File: config.mk
export PLATFORM = sky130hd
export DESIGN_NAME = seq_restoring_divider
export DESIGN_NICKNAME = d
export VERILOG_FILES = /design/src/rtl/seq_restoring_divider_pkg.sv /design/src/rtl/seq_restoring_divider_trial_subtract.sv /design/src/rtl/seq_restoring_divider.sv
export SDC_FILE = /design/constraint.sdc
export NUM_CORES = 1
export LEC_CHECK = 0
export BUFFER_PORTS_ARGS = -buffer_cell sky130_fd_sc_hd__buf_2
export CORE_UTILIZATION = 50
export CTS_BUF_LIST = sky130_fd_sc_hd__clkbuf_2 sky130_fd_sc_hd__clkbuf_4 sky130_fd_sc_hd__clkbuf_8
export CTS_CLUSTER_SIZE = 16
export DETAILED_ROUTE_END_ITERATION = 8
export GPL_TIMING_DRIVEN = 0
export PLACE_DENSITY = 0.68
export SLEW_MARGIN = 20
export SYNTH_ARGS = -nofsm -noshare
export SYNTH_HDL_FRONTEND = slang
export SYNTH_SLANG_ARGS = --single-unit
File: constraint.sdc
create_clock -name clk -period 2.55 [get_ports clk]
set_input_delay 0.255 -clock clk [delete_from_list [all_inputs] [get_ports clk]]
set_output_delay 0.255 -clock clk [all_outputs]
set_load 0.01 [all_outputs]
File: src/rtl/seq_restoring_divider_pkg.sv
`default_nettype none
// ============================================================================
// Module   : seq_restoring_divider_pkg
// Purpose  : Shared definitions for the sequential restoring divider:
//            control-state encoding, default operand width and the
//            iteration-counter width helper.
// Ports    : none (package)
// Revision : 1.0 - initial release
// ============================================================================
package seq_restoring_divider_pkg;

  // Default operand / quotient / remainder width.
  localparam int C_DEFAULT_W = 4;

  // Control states of the divider.
  typedef enum logic [1:0] {
    IDLE = 2'd0,
    RUN  = 2'd1,
    DONE = 2'd2
  } div_state_t;

  // Width of a counter that must hold the value w (iterations remaining).
  function automatic int count_width(input int w);
    return $clog2(w + 1);
  endfunction

endpackage
`default_nettype wire

File: src/rtl/seq_restoring_divider_trial_subtract.sv
`default_nettype none
// ============================================================================
// Module   : div_trial_subtract
// Purpose  : Combinational (W+1)-bit trial subtractor for one restoring
//            division step. Returns minuend - subtrahend and a flag that is
//            set when the result is non-negative.
// Ports    : minuend      in  W+1  shifted partial remainder
//            subtrahend   in  W+1  zero-extended divisor
//            difference   out W+1  minuend - subtrahend (two's complement)
//            non_negative out 1    difference did not go below zero
// Revision : 1.0 - initial release
// ============================================================================
module div_trial_subtract
  import seq_restoring_divider_pkg::*;
#(
  parameter int W = C_DEFAULT_W
) (
  input  logic [W:0] minuend,
  input  logic [W:0] subtrahend,
  output logic [W:0] difference,
  output logic       non_negative
);

  assign difference = minuend - subtrahend;

  // The restoring invariant keeps the partial remainder below the divisor
  // before each shift, so the shifted value is below 2*D. The true
  // difference therefore lies in (-2^W, 2^W) and its MSB alone is the sign.
  assign non_negative = ~difference[W];

endmodule
`default_nettype wire

File: src/rtl/seq_restoring_divider.sv
`default_nettype none
// ============================================================================
// Module   : seq_restoring_divider
// Purpose  : Unsigned sequential restoring divider. Produces one quotient
//            bit per clock by shift and trial subtraction, with valid/ready
//            handshakes on operand and result sides. A zero divisor
//            short-cuts to a flagged result (quotient all ones,
//            remainder = dividend).
// Ports    : clk          in  1  rising-edge clock
//            rst_n        in  1  asynchronous active-low reset
//            in_valid     in  1  operand pair offered
//            in_ready     out 1  divider idle and able to accept
//            dividend     in  W  unsigned dividend
//            divisor      in  W  unsigned divisor
//            out_valid    out 1  result available
//            out_ready    in  1  consumer takes result
//            quotient     out W  unsigned quotient
//            remainder    out W  unsigned remainder
//            div_by_zero  out 1  result came from a zero divisor
// Revision : 1.0 - initial release
// ============================================================================
module seq_restoring_divider
  import seq_restoring_divider_pkg::*;
#(
  parameter int W = C_DEFAULT_W
) (
  input  logic         clk,
  input  logic         rst_n,
  input  logic         in_valid,
  output logic         in_ready,
  input  logic [W-1:0] dividend,
  input  logic [W-1:0] divisor,
  output logic         out_valid,
  input  logic         out_ready,
  output logic [W-1:0] quotient,
  output logic [W-1:0] remainder,
  output logic         div_by_zero
);

  localparam int CW = count_width(W);

  // --------------------------------------------------------------------------
  // State and datapath registers
  // --------------------------------------------------------------------------
  div_state_t    r_state;
  div_state_t    w_state_next;

  logic [W:0]    r_p;        // partial remainder
  logic [W-1:0]  r_aq;       // dividend shifting out / quotient shifting in
  logic [W-1:0]  r_d;        // captured divisor
  logic [CW-1:0] r_count;    // iterations remaining

  logic [W-1:0]  r_quotient;
  logic [W-1:0]  r_remainder;
  logic          r_dbz;

  // --------------------------------------------------------------------------
  // Iteration datapath
  // --------------------------------------------------------------------------
  logic          w_divisor_zero;
  logic          w_last_iter;
  logic [2*W:0]  w_pa_shift;
  logic [W:0]    w_shift_p;
  logic [W:0]    w_diff;
  logic          w_non_neg;
  logic [W:0]    w_p_next;
  logic [W-1:0]  w_aq_next;

  assign w_divisor_zero = (divisor == '0);
  assign w_last_iter    = (r_count == CW'(1));

  // {P,Aq} shifted left by one; the upper W+1 bits form the trial minuend.
  assign w_pa_shift = {r_p, r_aq} << 1;
  assign w_shift_p  = w_pa_shift[2*W:W];

  div_trial_subtract #(
    .W (W)
  ) u_trial_subtract (
    .minuend      (w_shift_p),
    .subtrahend   ({1'b0, r_d}),
    .difference   (w_diff),
    .non_negative (w_non_neg)
  );

  // Restore (keep the shifted value) when the trial went negative.
  assign w_p_next  = w_non_neg ? w_diff : w_shift_p;
  // The freed LSB of Aq receives the new quotient bit.
  assign w_aq_next = w_pa_shift[W-1:0] | {{(W-1){1'b0}}, w_non_neg};

  // --------------------------------------------------------------------------
  // Control FSM: state register
  // --------------------------------------------------------------------------
  always_ff @(posedge clk or negedge rst_n) begin
    if (!rst_n) begin
      r_state <= IDLE;
    end else begin
      r_state <= w_state_next;
    end
  end

  // --------------------------------------------------------------------------
  // Control FSM: next state and state-decoded handshake outputs
  // --------------------------------------------------------------------------
  always_comb begin
    w_state_next = r_state;
    in_ready     = 1'b0;
    out_valid    = 1'b0;
    unique case (r_state)
      IDLE: begin
        in_ready = 1'b1;
        if (in_valid) begin
          w_state_next = w_divisor_zero ? DONE : RUN;
        end
      end
      RUN: begin
        if (w_last_iter) begin
          w_state_next = DONE;
        end
      end
      DONE: begin
        out_valid = 1'b1;
        // Returning to IDLE here (rather than accepting directly from DONE)
        // keeps the output handshake and the next accept on separate edges.
        if (out_ready) begin
          w_state_next = IDLE;
        end
      end
      default: begin
        w_state_next = IDLE;
      end
    endcase
  end

  // --------------------------------------------------------------------------
  // Datapath and result registers
  // --------------------------------------------------------------------------
  always_ff @(posedge clk or negedge rst_n) begin
    if (!rst_n) begin
      r_p         <= '0;
      r_aq        <= '0;
      r_d         <= '0;
      r_count     <= '0;
      r_quotient  <= '0;
      r_remainder <= '0;
      r_dbz       <= 1'b0;
    end else begin
      unique case (r_state)
        IDLE: begin
          if (in_valid) begin
            if (w_divisor_zero) begin
              r_quotient  <= '1;
              r_remainder <= dividend;
              r_dbz       <= 1'b1;
            end else begin
              r_d     <= divisor;
              r_aq    <= dividend;
              r_p     <= '0;
              r_count <= CW'(W);
            end
          end
        end
        RUN: begin
          r_p     <= w_p_next;
          r_aq    <= w_aq_next;
          r_count <= r_count - CW'(1);
          if (w_last_iter) begin
            r_quotient  <= w_aq_next;
            r_remainder <= w_p_next[W-1:0];
            r_dbz       <= 1'b0;
          end
        end
        DONE: begin
          // Results held until the consumer takes them.
        end
        default: begin
        end
      endcase
    end
  end

  assign quotient    = r_quotient;
  assign remainder   = r_remainder;
  assign div_by_zero = r_dbz;

endmodule
`default_nettype wire

==> reports/metrics.cfg, run 1 <==
[job]
drv_cap = 0

[min_path]
min_path_type = primary input to flop
worstHoldEndpoint = r_d[0]
hold_start = divisor[0]
hold_path_depth = 3

[sta]
rsz0062_at_grt = no
finalHoldViolCount = 0
worst_pin_slew_ps = 586
timing.final.crit_share_pct = 90.9
maxSlewHeadroom_pct = 60.6
setup-tns-final_ps = 0
finalSetupViolations = 0
fmax_mhz = 432
finClkSkew_ps = 9.33
slew_violations = 0
period_needed_ps = 2320

[logic_synthesis]
synth_top_area_share_pct = 45.0
syn_inst = 153
ys_ff_latch = 26
yosysTopAreaCell = dfrtp_1
synth-async-reset-ratio_pct = 100
yosysWarnings = 0
yosys-top-cells-area = dfrtp_1, ha_1, nand2_1
netlist_area_um2 = 1450
synth_seq_area_share_pct = 45.0
avgSynthCellArea_um2 = 9.45
ys.flop_type = dfrtp_1
synth_nets = 172
synth_cell_types = 38
synth-edff-count = 0

[clocking]
root_buffer = clkbuf_4
worst_skew_pair.late_latency_ps = 340
cts_setup_buffers = 0
cts_resized = 0
htree_levels = 1
clock_path_buffers = 2
cts_buffers = 3
cts_tree = yes
cts_sinks = 26
clk_pin_slew_ps = 150

[setup_path]
worst_ep_required_time_ps = 2770
cp_max_fo = 10
reg2reg_slack_ps = 230
worstRegToRegCells = 8
crit_type = flop to flop
critical_path.endpoint_type = flop
worstPathArrival_ps = 2540
rr_startpoint = r_aq[3]
worst_setup_path_start_kind = flop
worstReg2RegEnd = remainder[2]

[detailed_routing]
first_pass_iters = 4
ant_nets = 0
route.detailed.drc = 0
drt_wl_total_um = 3140
drt_iter0_drc = 47
viasPerCell = 5.64
vias = 1191
avgRoutedWirePerCell_um = 14.9

[grt]
grt-busiest-layer = met2
track_usage_pct = 23.0
grt_pass1_wl_um = 5530
met2_usage_pct = 38.2
use_met1_pct = 30.6
grt_max_degree = 27
grt_pass1_vias = 1202
antenna_found_initial = 0
use_met3_pct = 2.33
grt_remaining_overflow = 0

[cells_and_area]
final_cell_area_um2 = 1660
fin_nets = 200
drive_above_1_share_pct = 22.8
area_growth_pct = 14.6
num_antenna_cells = 0
fillers = 251
final_core_util_pct = 60.1

[placement]
globalplace.congestion = 0.763
dp_hpwl_um = 2300
io_buffers = 22
dpl_cell_area_um2 = 1590

[floorplan]
die_h_um = 55.8
dieArea_um2 = 3110
rows = 19
start_util_pct = 52.4
design.core.area_um2 = 2760
io_pins = 23
die_w_um = 55.8

[power_and_ir_drop]
vdd_drop_max_v = 0.000745
power.total_uw = 2350
p_leak_uw = 0.000760
powerDensity_nw_per_um2 = 1420

[run_status]
outcome = finished, final reports clean

## cell type report
type	instances	area (um^2)	area share, %
timing repair buffer	23	120	7.25
buffer	7	48.8	2.95
clock inverter	1	30.0	1.81
clock buffer	3	22.5	1.36
sequential	26	651	39.3
tap	31	38.8	2.34
multi-input combinational	107	697	42.1
inverter	13	48.8	2.95
## cell families after synthesis
family,after synthesis,share of synthesized area (%)
DFF,26,45.0
muxes,3,2.25
adders and majority gates,7,6.58
and+or+nand+nor,60,19.9
AOI/OAI and AO/OA,33,17.1
xor gates and xnor gates,4,2.42
buffers and inverters,20,6.75
## report_power, final
group / internal (uW) / switching [uW] / leakage, uW
clock network: 159 / 135 / 0.0000279
registers: 609 / 105 / 0.000306
logic: 534 / 811 / 0.000426
total: 1300 / 1050 / 0.000760
## through the flow
step	hold WS, ps	std cells	worst slack [ps]
floorplan	-40.6	153	520
global placement	291	206	296
detailed placement	290	206	292
CTS	146	211	253
global route	163	211	108
finish	151	211	233
## state kept, by name (all words and copies together), names as in the netlist
register / cells
remainder: 4
r_count: 3
r_p: 4
r_d: 4
div_by_zero: 1
r_state: 2
quotient: 4
r_aq: 4
## per-layer routing
layer	part of all wire, %	routed length (um)
met3	3.4	106
met4	1.8	55
met5	0	0
met1	48	1510
met2	47	1470
## cells in the final DEF, fill, tap and decap left out, drive strengths merged
| cell | instances |
|---|---|
| nand2 | 21 |
| dlygate4sd3 | 1 |
| o21ai | 9 |
| o21ba | 1 |
| nor2 | 19 |
| nand2b | 4 |
| nand3 | 2 |
| a21oi | 3 |
| mux2i | 1 |
| o41ai | 1 |
| o211ai | 3 |
| clkbuf | 4 |
| nor4 | 5 |
| and4 | 1 |
| a41oi | 2 |
| o22ai | 1 |
| o22a | 1 |
| mux2 | 2 |
| nor3 | 4 |
| a32o | 1 |
| bufinv | 1 |
| xnor2 | 1 |
| a31oi | 8 |
| fa | 1 |
| xor2 | 3 |
| dfrtp | 26 |
| o31ai | 1 |
| nor2b | 3 |
| or3 | 1 |
| inv | 13 |
| o32a | 1 |
| ha | 6 |
| o2bb2ai | 1 |
| buf | 28 |
## Yosys cell counts, types with 3 or more instances
library cell,n
nand2b_1,4
nor2_1,19
dfrtp_1,26
nand2_1,20
nor2b_1,3
nor3_1,4
o21ai_0,7
inv_1,13
ha_1,6
xor2_1,3
buf_2,3
a31oi_1,8
a21oi_1,3
nor4_1,4
## timing repair
item	CTS	global route
setup endpoints to repair	0	0
hold buffers	1	0
endpoints found under the hold margin	26	0
## worst max-delay path by stage
| stage | start | end | slack, ps | cells past startpoint |
|---|---|---|---|---|
| 5_1_grt | r_aq[3] | remainder[2] | 110 | 8 |
| 6_report | r_aq[3] | remainder[2] | 230 | 8 |
| 4_1_cts | r_aq[3] | remainder[2] | 250 | 8 |
| 3_3_place_gp | r_aq[3] | remainder[2] | 300 | 8 |
| 3_5_place_dp | r_aq[3] | remainder[2] | 290 | 8 |
| 2_1_floorplan | r_aq[3] | remainder[2] | 520 | 8 |
## worst max-delay path: stages (launching register included)
cell,delay (ps)
dfrtp_1,370
inv_1,80
ha_1,230
fa_1,400
nand2b_1,170
o2bb2ai_2,200
mux2_2,300
nor3_1,310
a31oi_1,140
(Power assumes the default switching activity.)
==> inputs of run 2 (changes only) <==
Settings changed: GPL_TIMING_DRIVEN 0 to unset, SKIP_LAST_GASP set to 1.
==> run 2 against run 1 <==
Against the previous run: power decreased by 1.7%; largest power group unchanged; die area unchanged; critical endpoint unchanged; clock power decreased by 2%; register-to-register slack improved by 100 ps; wire length decreased by 5.7%; highest routed layer unchanged; clock-buffer cell count unchanged; worst hold slack improved by 28 ps; utilization decreased by 0.95 points; non-clock buffer count decreased by 4.
==> reports/metrics.cfg, run 2 (synthesized netlist as in run 1, its figures left out) <==
[setup_path]
reg2reg_slack_ps = 330
worstPathArrival_ps = 2400
crit_type = flop to flop
worst_ep_required_time_ps = 2740
worst_setup_path_start_kind = flop
critical_path.endpoint_type = flop
cp_max_fo = 10

[power_and_ir_drop]
vdd_drop_max_v = 0.000831
p_clk_share_pct = 12.5
power.total_uw = 2310
switching_share_pct = 44.4
p_int_uw = 1290
p_sw_uw = 1030
power_frac_comb_pct = 54.5
pwr-share-seq_pct = 33.1
powerDensity_nw_per_um2 = 1420
p_leak_uw = 0.000744

[sta]
finClkSkew_ps = 10.6
timing.final.crit_share_pct = 87.0
finalSetupViolations = 0
rsz0062_at_grt = no
setup-tns-final_ps = 0
worst_pin_slew_ps = 638
worst_hold_slack_ps = 179
maxSlewHeadroom_pct = 57.5
slew_violations = 0
period_needed_ps = 2220
fmax_mhz = 451
setup_ws_ps = 333
finalHoldViolCount = 0

[run_status]
outcome = finished, final reports clean

[placement]
globalplace.congestion = 0.785
io_buffers = 22
dp.cells = 202
place_ws_ps = 342
dp_hpwl_um = 2180

[detailed_routing]
viasPerCell = 5.67
drt_iter0_drc = 39
ant_nets = 0
avgRoutedWirePerCell_um = 14.3
drt_wl_total_um = 2960
route.detailed.drc = 0
vias = 1173
first_pass_iters = 4

[grt]
grt_remaining_overflow = 0
grt_pass1_vias = 1146
track_usage_pct = 21.3
grt_max_degree = 27
grt_pass1_wl_um = 5240
antenna_found_initial = 0

[floorplan]
die_h_um = 55.8
rows = 19
dieArea_um2 = 3110
io_pins = 23
start_util_pct = 52.4
design.core.area_um2 = 2760
die_w_um = 55.8

[cells_and_area]
layout_common_cells = dfrtp_1, buf_2, nand2_1
instances_no_fill = 207
fin_nets = 196
layout_commonest_cell = dfrtp_1
num_antenna_cells = 0
area_growth_pct = 12.8
drive_above_1_share_pct = 21.6

[clocking]
htree_levels = 1
root_buffer = clkbuf_4
cts_tree = yes
worst_skew_pair.late_latency_ps = 330
cts_buffers = 3
clk_pin_slew_ps = 150
cts_sinks = 26
clock_path_buffers = 2

[min_path]
min_path_type = primary input to flop

[job]
drv_cap = 0

-- run 2: final timing paths --
path	start	endpoint	depth (start not counted)
min in group asynchronous	rst_n	r_d[0]	2
worst min-delay path	divisor[0]	r_d[0]	3
worst max register to register	r_aq[3]	remainder[2]	8
worst min register to register	div_by_zero	div_by_zero	1
max in group asynchronous	rst_n	quotient[1]	2
worst max-delay path	r_aq[3]	remainder[2]	8
-- run 2: layout make-up --
| class | count | area [um^2] |
|---|---|---|
| clock buffers | 3 | 22.5 |
| clock inverters | 1 | 30.0 |
| fillers | 265 | 1130 |
| inverters | 13 | 48.8 |
| multi-input cells | 107 | 697 |
| flip-flops and latches | 26 | 651 |
| well taps | 31 | 38.8 |
| repair buffers | 26 | 143 |
-- run 2: power groups by stage --
stage                     logic [uW]  clock network (uW)  registers, uW
after floorplan                  975                   0            732
after global placement          1210                   0            767
after detailed placement        1250                   0            773
after CTS                       1260                 293            765
after global routing            1430                 302            793
final                           1260                 289            765
-- run 2: worst max-delay path, stage by stage (launching register included) --
cell       delay (ps)
dfrtp_1           370
inv_1              70
ha_1              220
fa_1              400
nand2b_1          170
o2bb2ai_2         200
mux2_2            300
nor3_1            230
a31oi_1           110
-- run 2: timing repair --
| action | 4_1_cts | 5_1_grt |
|---|---|---|
| hold buffers | 1 | 0 |
| buffers inserted | 0 | 0 |
| hold endpoints to repair | 26 | 0 |
| gates resized for setup | 0 | 0 |
-- run 2: stage by stage --
| stage | cell area, um^2 | utilization (%) |
|---|---|---|
| floorplan | 1450 | - |
| global placement | 1570 | 56.9 |
| detailed placement | 1570 | 56.9 |
| CTS | 1630 | 59.1 |
| global route | 1630 | 59.1 |
| finish | 1630 | 59.1 |
-- run 2: metal layers --
layer | global-route usage [%] | share of wire, % | up-vias
met4 | 7.50 | 1.2 | 0
met3 | 2.09 | 5.3 | 4
met1 | 29.5 | 47 | 557
met5 | 0 | 0 | -
met2 | 34.9 | 46 | 37
li1 | - | - | 575
==> inputs of run 3 (changes only) <==
Settings changed: CTS_BUF_LIST sky130_fd_sc_hd__clkbuf_2 sky130_fd_sc_hd__clkbuf_4 sky130_fd_sc_hd__clkbuf_8 to unset, SETUP_SLACK_MARGIN set to 0.5.
==> run 3 against run 2 <==
Against the previous run: clock-buffer cell count stayed put; setup slack better by 220 ps; clock power hardly changed; flip-flop and latch count stayed put; final cell count is 1.9% higher; utilization is 3.7 points higher.
==> reports/metrics.cfg, run 3 (synthesized netlist as in run 1, its figures left out) <==
[run_status]
outcome = finished, final reports clean

[grt]
grt_pass1_wl_um = 5530
grt_max_degree = 27
track_usage_pct = 22.6
grt_pass1_vias = 1183
grt_remaining_overflow = 0
antenna_found_initial = 0

[min_path]
min_path_type = primary input to flop
hold_start = divisor[0]

[setup_path]
critical_path.endpoint_type = flop
worst_ep_required_time_ps = 2740
rr_startpoint = r_d[0]
cp_max_fo = 5
worst_setup_path_start_kind = flop
startpoint = r_d[0]
worstPathArrival_ps = 2190
crit_type = flop to flop

[floorplan]
die_w_um = 55.8
start_util_pct = 52.4
rows = 19
design.core.area_um2 = 2760
die_h_um = 55.8
dieArea_um2 = 3110
io_pins = 23

[detailed_routing]
drt_wl_total_um = 3190
route.detailed.drc = 0
first_pass_iters = 4
vias = 1216
ant_nets = 0
avgRoutedWirePerCell_um = 15.1
viasPerCell = 5.76
drt_iter0_drc = 58

[power_and_ir_drop]
p_leak_uw = 0.000781
vdd_drop_max_v = 0.000835
power_frac_comb_pct = 58.9
pwr-share-seq_pct = 29.9
p_sw_uw = 1150
powerDensity_nw_per_um2 = 1490
switching_share_pct = 44.5
power.total_uw = 2580
p_int_uw = 1440
p_clk_share_pct = 11.2

[placement]
io_buffers = 22
globalplace.congestion = 0.785
dp_hpwl_um = 2180

[cells_and_area]
drive_above_1_share_pct = 27.2
area_growth_pct = 19.9
num_antenna_cells = 0
layout_common_cells = dfrtp_1, buf_2, nand2_1
fin_nets = 200
layout_commonest_cell = dfrtp_1

[sta]
slew_violations = 0
period_needed_ps = 2000
rsz0062_at_grt = yes
worst_pin_slew_ps = 649
setup-tns-final_ps = 0
maxSlewHeadroom_pct = 56.8
finalHoldViolCount = 0
fmax_mhz = 500
finalSetupViolations = 0
timing.final.crit_share_pct = 78.4
finClkSkew_ps = 9.81

[clocking]
worst_skew_pair.late_latency_ps = 330
cts_sinks = 26
root_buffer = clkbuf_4
cts_buffers = 3
clk_pin_slew_ps = 150
htree_levels = 1
clock_path_buffers = 2
cts_tree = yes

[job]
drv_cap = 0

-- run 3: changes by cell type in the layout (fill, tap and decap cells not counted), sizes merged --
cell	previous run	this run
buf	25	28
o2bb2ai	1	2
-- run 3: power by group through the flow --
stage | combinational, uW | clock, uW | sequential (uW)
after floorplan | 975 | 0 | 732
final | 1520 | 290 | 773
after CTS | 1420 | 293 | 768
after global routing | 1690 | 302 | 800
after detailed placement | 1250 | 0 | 773
after global placement | 1210 | 0 | 767
-- run 3: metal layers --
| layer | global-route usage (%) | vias up | routed length, um |
|---|---|---|---|
| met5 | 0 | - | 0 |
| met3 | 2.09 | 5 | 176 |
| met2 | 37.2 | 46 | 1490 |
| met1 | 31.4 | 577 | 1480 |
| li1 | - | 588 | - |
| met4 | 7.50 | 0 | 44 |
-- run 3: metrics by stage --
| step | hold WS [ps] | cell area [um^2] | worst slack [ps] | std cells | utilization, % |
|---|---|---|---|---|---|
| 2_1_floorplan | -40.6 | 1450 | 520 | 153 | - |
| 3_3_place_gp | 294 | 1570 | 416 | 202 | 56.9 |
| 3_5_place_dp | 295 | 1570 | 342 | 202 | 56.9 |
| 4_1_cts | 179 | 1690 | 544 | 209 | 61.3 |
| 5_1_grt | 190 | 1730 | 477 | 211 | 62.8 |
| 6_report | 177 | 1730 | 551 | 211 | 62.8 |
-- run 3: final timing paths --
check	to	slack, ps	cells after the start
min reg2reg	div_by_zero	510	1
max	remainder[2]	550	7
max in group asynchronous	quotient[1]	1730	2
max reg2reg	remainder[2]	550	7
min in group asynchronous	r_state[0]	430	2
min	r_d[0]	180	3
-- run 3: cell type report --
type                            instances  area [um^2]
Fill cell                             257         1020
Tap cell                               31         38.8
Clock buffer                            3         22.5
Timing Repair Buffer                   29          165
Inverter                               13         48.8
Clock inverter                          1         30.0
Multi-Input combinational cell        108          777
Sequential cell                        26          651
-- run 3: timing repair --
| action | in CTS | in global routing |
|---|---|---|
| hold buffers | 1 | 0 |
| gates cloned | 1 | 0 |
| endpoints found under the setup margin | 7 | 5 |
| resized for setup | 6 | 5 |
| pin swaps | 1 | 0 |
| buffers inserted | 1 | 2 |
| hold endpoints to repair | 26 | 0 |
-- run 3: critical path: stages (launching register included) --
cell	delay, ps
dfrtp_1	440
ha_4	170
fa_2	350
nand2b_4	170
o2bb2ai_4	180
mux2_4	330
nor3_4	120
a31oi_1	100
